[config.mk]
export PLATFORM = sky130hd
export DESIGN_NAME = ghost_sprite_reader_flat
export DESIGN_NICKNAME = d
export VERILOG_FILES = /design/src/rtl/sprite_pkg.sv /design/src/rtl/ghost_sprite_reader_if.sv /design/src/rtl/sprite_row_shifter.sv /design/src/rtl/ghost_sprite_reader.sv /design/src/flat_wrapper.sv
export SDC_FILE = /design/constraint.sdc
export NUM_CORES = 1
export LEC_CHECK = 0
export ABC_AREA = 1
export CORE_ASPECT_RATIO = 1.5
export CORE_MARGIN = 5
export CORE_UTILIZATION = 45
export DETAILED_ROUTE_END_ITERATION = 12
export HOLD_SLACK_MARGIN = 0.08
export PLACE_DENSITY = 0.7
export RECOVER_POWER = 25
export SLEW_MARGIN = 15
export SYNTH_ARGS = -nofsm -noshare
export SYNTH_HDL_FRONTEND = slang
export SYNTH_SLANG_ARGS = --single-unit
[constraint.sdc]
create_clock -name Clk -period 2.35 [get_ports Clk]
set_input_delay 0.235 -clock Clk [delete_from_list [all_inputs] [get_ports Clk]]
set_output_delay 0.235 -clock Clk [all_outputs]
set_load 0.05 [all_outputs]
[src/rtl/sprite_pkg.sv]
// Shared sizes, FSM state encoding and bit helpers for the ghost sprite reader.
package sprite_pkg;

  localparam int SPRITE_W = 16;
  localparam int SPRITE_H = 16;
  localparam int COORD_W  = 10;
  localparam int SEL_W    = 3;
  localparam int ROM_AW   = 7;

  typedef enum logic [2:0] {
    IDLE,
    CALC,
    FETCH,
    ARMED,
    SHIFT
  } state_t;

  function automatic logic [SPRITE_W-1:0] bit_reverse(input logic [SPRITE_W-1:0] v);
    logic [SPRITE_W-1:0] r;
    for (int i = 0; i < SPRITE_W; i++) begin
      r[i] = v[SPRITE_W-1-i];
    end
    return r;
  endfunction

endpackage

[src/rtl/ghost_sprite_reader_if.sv]
// Video-timing, sprite-placement, ROM and pixel signals of the ghost sprite reader.
interface ghost_sprite_reader_if #(
  parameter int COORD_W = sprite_pkg::COORD_W
);
  logic               frame_start;
  logic               line_start;
  logic               pix_en;
  logic [COORD_W-1:0] DrawX;
  logic [COORD_W-1:0] DrawY;
  logic [COORD_W-1:0] GhostX;
  logic [COORD_W-1:0] GhostY;
  logic [2:0]         sprite_sel;
  logic               mirror;
  logic [6:0]         rom_addr;
  logic [15:0]        rom_data;
  logic               pixel_on;
  logic               busy;

  modport slave (
    input  frame_start, line_start, pix_en, DrawX, DrawY,
    input  GhostX, GhostY, sprite_sel, mirror, rom_data,
    output rom_addr, pixel_on, busy
  );

  modport master (
    output frame_start, line_start, pix_en, DrawX, DrawY,
    output GhostX, GhostY, sprite_sel, mirror, rom_data,
    input  rom_addr, pixel_on, busy
  );
endinterface

[src/rtl/sprite_row_shifter.sv]
// Serialises one fetched sprite row onto pixel_on, one pixel per pix_en strobe.
module sprite_row_shifter #(
  parameter int SPRITE_W = 16
) (
  input  logic                Clk,
  input  logic                Reset_n,
  input  logic                clear,
  input  logic                load,
  input  logic                advance,
  input  logic [SPRITE_W-1:0] row_in,
  output logic                pixel_on,
  output logic                last
);

  localparam int CNT_W = $clog2(SPRITE_W + 1);

  logic [SPRITE_W-1:0] shifter;
  logic [CNT_W-1:0]    cnt;

  assign last = (cnt == CNT_W'(SPRITE_W));

  // Load emits the leftmost pixel at once, so the shifter holds the remaining pixels.
  always_ff @(posedge Clk or negedge Reset_n) begin
    if (!Reset_n) begin
      pixel_on <= 1'b0;
      shifter  <= '0;
      cnt      <= '0;
    end else if (clear) begin
      pixel_on <= 1'b0;
      shifter  <= '0;
      cnt      <= '0;
    end else if (load) begin
      pixel_on <= row_in[SPRITE_W-1];
      shifter  <= row_in << 1;
      cnt      <= CNT_W'(1);
    end else if (advance) begin
      if (last) begin
        pixel_on <= 1'b0;
      end else begin
        pixel_on <= shifter[SPRITE_W-1];
        shifter  <= shifter << 1;
        cnt      <= cnt + 1'b1;
      end
    end
  end

endmodule

[src/rtl/ghost_sprite_reader.sv]
// Per-line sprite row fetch: shadows the sprite placement each frame, fetches the
// ROM row that intersects the upcoming line and streams it out at GhostX.
module ghost_sprite_reader
  import sprite_pkg::*;
#(
  parameter int SPRITE_W = sprite_pkg::SPRITE_W,
  parameter int SPRITE_H = sprite_pkg::SPRITE_H,
  parameter int COORD_W  = sprite_pkg::COORD_W
) (
  input logic                  Clk,
  input logic                  Reset_n,
  ghost_sprite_reader_if.slave bus
);

  state_t              state;
  logic [COORD_W-1:0]  shadow_x;
  logic [COORD_W-1:0]  shadow_y;
  logic [2:0]          shadow_sel;
  logic                shadow_mirror;
  logic [SPRITE_W-1:0] row_buf;
  logic [6:0]          addr_q;

  logic signed [COORD_W:0] diff;
  logic                    row_hit;
  logic [6:0]              calc_addr;
  logic                    load;
  logic                    advance;
  logic                    last;

  // The sign bit of the widened difference rejects lines above the sprite.
  always_comb begin
    diff      = $signed({1'b0, bus.DrawY}) - $signed({1'b0, shadow_y});
    row_hit   = !diff[COORD_W] && (diff[COORD_W-1:0] < COORD_W'(SPRITE_H));
    calc_addr = {shadow_sel, diff[3:0]};
  end

  always_ff @(posedge Clk or negedge Reset_n) begin
    if (!Reset_n) begin
      shadow_x      <= '0;
      shadow_y      <= '0;
      shadow_sel    <= '0;
      shadow_mirror <= 1'b0;
    end else if (bus.frame_start) begin
      shadow_x      <= bus.GhostX;
      shadow_y      <= bus.GhostY;
      shadow_sel    <= bus.sprite_sel;
      shadow_mirror <= bus.mirror;
    end
  end

  // line_start restarts the row from any state; a missed line still arms with a blank row.
  always_ff @(posedge Clk or negedge Reset_n) begin
    if (!Reset_n) begin
      state   <= IDLE;
      row_buf <= '0;
      addr_q  <= '0;
    end else if (bus.line_start) begin
      state <= CALC;
    end else begin
      case (state)
        CALC: begin
          if (row_hit) begin
            addr_q <= calc_addr;
            state  <= FETCH;
          end else begin
            row_buf <= '0;
            state   <= ARMED;
          end
        end
        FETCH: begin
          row_buf <= shadow_mirror ? bit_reverse(bus.rom_data) : bus.rom_data;
          state   <= ARMED;
        end
        ARMED: begin
          if (load) state <= SHIFT;
        end
        SHIFT: begin
          if (advance && last) state <= IDLE;
        end
        default: state <= IDLE;
      endcase
    end
  end

  assign load    = (state == ARMED) && bus.pix_en && (bus.DrawX == shadow_x);
  assign advance = (state == SHIFT) && bus.pix_en;

  assign bus.rom_addr = (state == CALC && row_hit) ? calc_addr :
                        (state == FETCH)           ? addr_q    : 7'd0;
  assign bus.busy     = (state != IDLE);

  sprite_row_shifter #(
    .SPRITE_W (SPRITE_W)
  ) u_shifter (
    .Clk      (Clk),
    .Reset_n  (Reset_n),
    .clear    (bus.line_start),
    .load     (load),
    .advance  (advance),
    .row_in   (row_buf),
    .pixel_on (bus.pixel_on),
    .last     (last)
  );

endmodule

[src/flat_wrapper.sv]
// flat-port wrapper written by rule: the top's interface ports become plain ports
module ghost_sprite_reader_flat import sprite_pkg::*;
#(
  parameter int SPRITE_W = sprite_pkg::SPRITE_W,
  parameter int SPRITE_H = sprite_pkg::SPRITE_H,
  parameter int COORD_W  = sprite_pkg::COORD_W
)
  (Clk, Reset_n, bus_frame_start, bus_line_start, bus_pix_en, bus_DrawX, bus_DrawY, bus_GhostX, bus_GhostY, bus_sprite_sel, bus_mirror, bus_rom_data, bus_rom_addr, bus_pixel_on, bus_busy);
  ghost_sprite_reader_if #(.COORD_W(COORD_W)) bus_i ();
  input logic Clk;
  input logic Reset_n;
  input wire logic [$bits(bus_i.frame_start)-1:0] bus_frame_start;
  input wire logic [$bits(bus_i.line_start)-1:0] bus_line_start;
  input wire logic [$bits(bus_i.pix_en)-1:0] bus_pix_en;
  input wire logic [$bits(bus_i.DrawX)-1:0] bus_DrawX;
  input wire logic [$bits(bus_i.DrawY)-1:0] bus_DrawY;
  input wire logic [$bits(bus_i.GhostX)-1:0] bus_GhostX;
  input wire logic [$bits(bus_i.GhostY)-1:0] bus_GhostY;
  input wire logic [$bits(bus_i.sprite_sel)-1:0] bus_sprite_sel;
  input wire logic [$bits(bus_i.mirror)-1:0] bus_mirror;
  input wire logic [$bits(bus_i.rom_data)-1:0] bus_rom_data;
  output wire logic [$bits(bus_i.rom_addr)-1:0] bus_rom_addr;
  output wire logic [$bits(bus_i.pixel_on)-1:0] bus_pixel_on;
  output wire logic [$bits(bus_i.busy)-1:0] bus_busy;
  assign bus_i.frame_start = bus_frame_start;
  assign bus_i.line_start = bus_line_start;
  assign bus_i.pix_en = bus_pix_en;
  assign bus_i.DrawX = bus_DrawX;
  assign bus_i.DrawY = bus_DrawY;
  assign bus_i.GhostX = bus_GhostX;
  assign bus_i.GhostY = bus_GhostY;
  assign bus_i.sprite_sel = bus_sprite_sel;
  assign bus_i.mirror = bus_mirror;
  assign bus_i.rom_data = bus_rom_data;
  assign bus_rom_addr = bus_i.rom_addr;
  assign bus_pixel_on = bus_i.pixel_on;
  assign bus_busy = bus_i.busy;
  ghost_sprite_reader #(.SPRITE_W(SPRITE_W), .SPRITE_H(SPRITE_H), .COORD_W(COORD_W)) u_core (.Clk(Clk), .Reset_n(Reset_n), .bus(bus_i));
endmodule
==> impl_metrics.env <==
export IMPL_r2r_end="u_core.row_buf[4]"
export IMPL_synthTopCellsByCount="nand2_1, inv_1, dfrtp_1"
export IMPL_synthTopCellsByArea="dfrtp_1, nand2_1, inv_1"
export IMPL_syn2layout_area_growth_pct=43.1
export IMPL_internal_power_w=0.00270
export IMPL_num_rows=43
export IMPL_dr_total_vias=4251
export IMPL_fin_skew_ps=9.60
export IMPL_synth_cells=600
export IMPL_critPathLaunchType="input port"
export IMPL_p_comb_share_pct=29.9
export IMPL_antenna_found_initial=0
export IMPL_pwr_share_seq_pct=36.1
export IMPL_synth_top_area_share_pct=41.9
export IMPL_yosysMostFrequentCell="nand2_1"
export IMPL_antenna_violating_nets_post_route=0
export IMPL_grt_pass1_wl_um=19700
export IMPL_syn_nets=678
export IMPL_ir_worst_vdd_mv=0.452
export IMPL_cts_tree="yes"
export IMPL_worstPathMaxFanout=3
export IMPL_clockRootBuffer="clkbuf_16"
export IMPL_cp_required_ps=2120
export IMPL_crit_end="bus_rom_addr[5]"
export IMPL_syn_area_um2=4240
export IMPL_end_kind="output port"
export IMPL_fp_dieW_um=89.2
export IMPL_drive_gt1_share_pct=17.4
export IMPL_cap_violations=0
export IMPL_min_delay_path_class="in2reg"
export IMPL_yosysSeqAreaShare_pct=41.9
export IMPL_synth_seq_cells=71
export IMPL_track_usage_pct=21.7
export IMPL_synth_main_ff_cell="dfrtp_1"
export IMPL_final_cell_area_um2=6060
export IMPL_num_io_pins=74
export IMPL_wirelength_um=11800
export IMPL_tightest_slew_ps=1020
export IMPL_place_area_um2=5440
export IMPL_met1_usage_pct=23.3
export IMPL_clock_latency_ps=340
export IMPL_grt_use_met3_pct=3.59
export IMPL_routabilityCongestion=0.861
export IMPL_period_share_pct=118
export IMPL_r2r_start="u_core.shadow_y[0]"
export IMPL_drc=0
export IMPL_initial_core_util_pct=45.8
export IMPL_r2r_slack_ps=-160
export IMPL_worstRegToRegCells=19
export IMPL_busiest_layer="met2"
export IMPL_dieArea_um2=11500
export IMPL_coreArea_um2=9250
export IMPL_switching_share_pct=33.6
export IMPL_first_global_vias=4466
export IMPL_drt_iter0_drc=223
export IMPL_cts_buffers=9
export IMPL_utilization_pct=65.5
export IMPL_synth_edf_count=0
export IMPL_p_per_area_nw_per_um2=672
export IMPL_synth_avg_cell_area_um2=7.06
export IMPL_htreeDepth=3
export IMPL_p_total_w=0.00407
export IMPL_fin_nets=791
export IMPL_max_freq_mhz=360
export IMPL_cts_max_path_buffers=2
export IMPL_finalCriticalPeriod_ps=2780
export IMPL_cts_sinks=71
export IMPL_grt_max_degree=34
export IMPL_clk_pin_slew_worst_paths_ps=60
export IMPL_portBuffers=73
export IMPL_ys_types=35
export IMPL_dieHeight_um=129
export IMPL_met2_usage_pct=40.8
export IMPL_switchingPower_w=0.00137
export IMPL_overflow=0
export IMPL_status="complete, but fails checks"
export IMPL_diodes=0
export IMPL_dpl_hpwl_um=8770
export IMPL_failed_checks="setup timing"
export IMPL_crit_arrival_ps=2540
export IMPL_slew_headroom_pct=31.9
export IMPL_finalHoldViolCount=0
export IMPL_p_clk_share_pct=34.0
export IMPL_setup_viol=30
export IMPL_vias_per_cell=5.12
export IMPL_firstDrtPassIters=4
export IMPL_routedWlPerCell_um=14.2
export IMPL_timing_final_ws_setup_ps=-427
export IMPL_synth_top_area_cell="dfrtp_1"
export IMPL_power_leakage_nw=3.10
export IMPL_drv_slew=0
export IMPL_worstSetupPathType="in2out"
export IMPL_rsz0062_at_grt="yes"
export IMPL_async_flop_share_pct=100
export IMPL_yosysWarnings=0
export IMPL_worstSetupStartpoint="bus_DrawY[0]"
cell type report:
cell class              count  area [um^2]
well taps                 112          140
clock inverters             7         77.6
inverters                  79          297
multi-input cells         431         2270
clock buffers               9          225
flip-flops and latches     71         1780
repair buffers            121         1270
fillers                   771         3190
metal layers:
layer	wire length (um)	vias to the layer above
met1	4460	2025
li1	-	2104
met4	374	0
met3	463	33
met2	6470	89
met5	0	-
sequential cells by signal, indices dropped and copies added, names as in the netlist:
name                       count
u_core.shadow_mirror           1
u_core.state                   3
u_core.shadow_sel              3
u_core.addr_q                  7
u_core.row_buf                16
u_core.u_shifter.shifter      15
u_core.shadow_y               10
u_core.u_shifter.cnt           5
u_core.u_shifter.pixel_on      1
u_core.shadow_x               10
critical path: stages:
cell	delay [ps]
clkdlybuf4s50_1	450
inv_1	40
ha_2	180
fa_2	350
inv_2	90
nand3_4	70
buf_4	140
buf_4	120
nand3b_1	70
nand2_1	50
nand2_1	60
nor2_1	40
nand2_1	100
nor2_4	50
nand3_4	100
buf_6	140
o22ai_4	80
buf_12	150
power groups by stage:
stage | sequential, W | clock, W | combinational [W]
final | 0.00147 | 0.00139 | 0.00122
after global routing | 0.00149 | 0.00147 | 0.00135
after CTS | 0.00147 | 0.00141 | 0.00120
after detailed placement | 0.00148 | 0 | 0.00109
after global placement | 0.00147 | 0 | 0.00106
after floorplan | 0.00145 | 0 | 0.000702
logic make-up after synthesis:
family / after synthesis / share of synthesized area [%]
flops: 71 / 41.9
xor+xnor: 3 / 0.620
buf+inv: 99 / 9.45
simple gates: 360 / 35.9
compound gates: 51 / 7.29
mux: 3 / 0.797
fa+ha+maj: 13 / 4.02
per-stage QoR:
| step | instances | TNS [ps] | worst slack [ps] | hold slack, ps |
|---|---|---|---|---|
| global placement | 798 | -11260 | -455 | 348 |
| detailed placement | 798 | -13860 | -570 | 350 |
| floorplan | 600 | -153 | -39.6 | -60.6 |
| global route | 830 | -9730 | -578 | 480 |
| CTS | 827 | -6640 | -434 | 457 |
| finish | 830 | -5750 | -427 | 466 |
cell usage in the layout (no fill, tap or decap), types with 12 or more instances in the layout:
cell / synthesis / layout
dfrtp_1: 71 / 71
nand2_1: 223 / 206
nand2_2: 3 / 19
clkdlybuf4s50_1: 0 / 64
inv_1: 73 / 72
nand4_1: 12 / 12
nand3_1: 35 / 31
nor2_1: 54 / 54
nor3_1: 21 / 21
o21ai_0: 23 / 23
buf_4: 4 / 37
how the worst min path moves through the flow:
stage	from	cells after the start	slack, ps	endpoint
2_1_floorplan	Reset_n	0	-60	u_core.addr_q[0]
3_3_place_gp	Reset_n	1	350	u_core.shadow_x[2]
3_5_place_dp	Reset_n	1	350	u_core.shadow_x[3]
4_1_cts	bus_sprite_sel[0]	3	460	u_core.shadow_sel[0]
5_1_grt	bus_GhostY[7]	3	480	u_core.shadow_y[7]
6_report	bus_sprite_sel[0]	3	470	u_core.shadow_sel[0]
what timing repair did:
item | 4_1_cts | 5_1_grt
pin swaps | 7 | 1
setup buffers | 9 | 5
hold endpoints to repair | 29 | 0
gates cloned | 3 | 1
hold buffers | 1 | 0
resized for setup | 32 | 5
setup endpoints to repair | 23 | 25
Power figures use the tool's default switching activity.
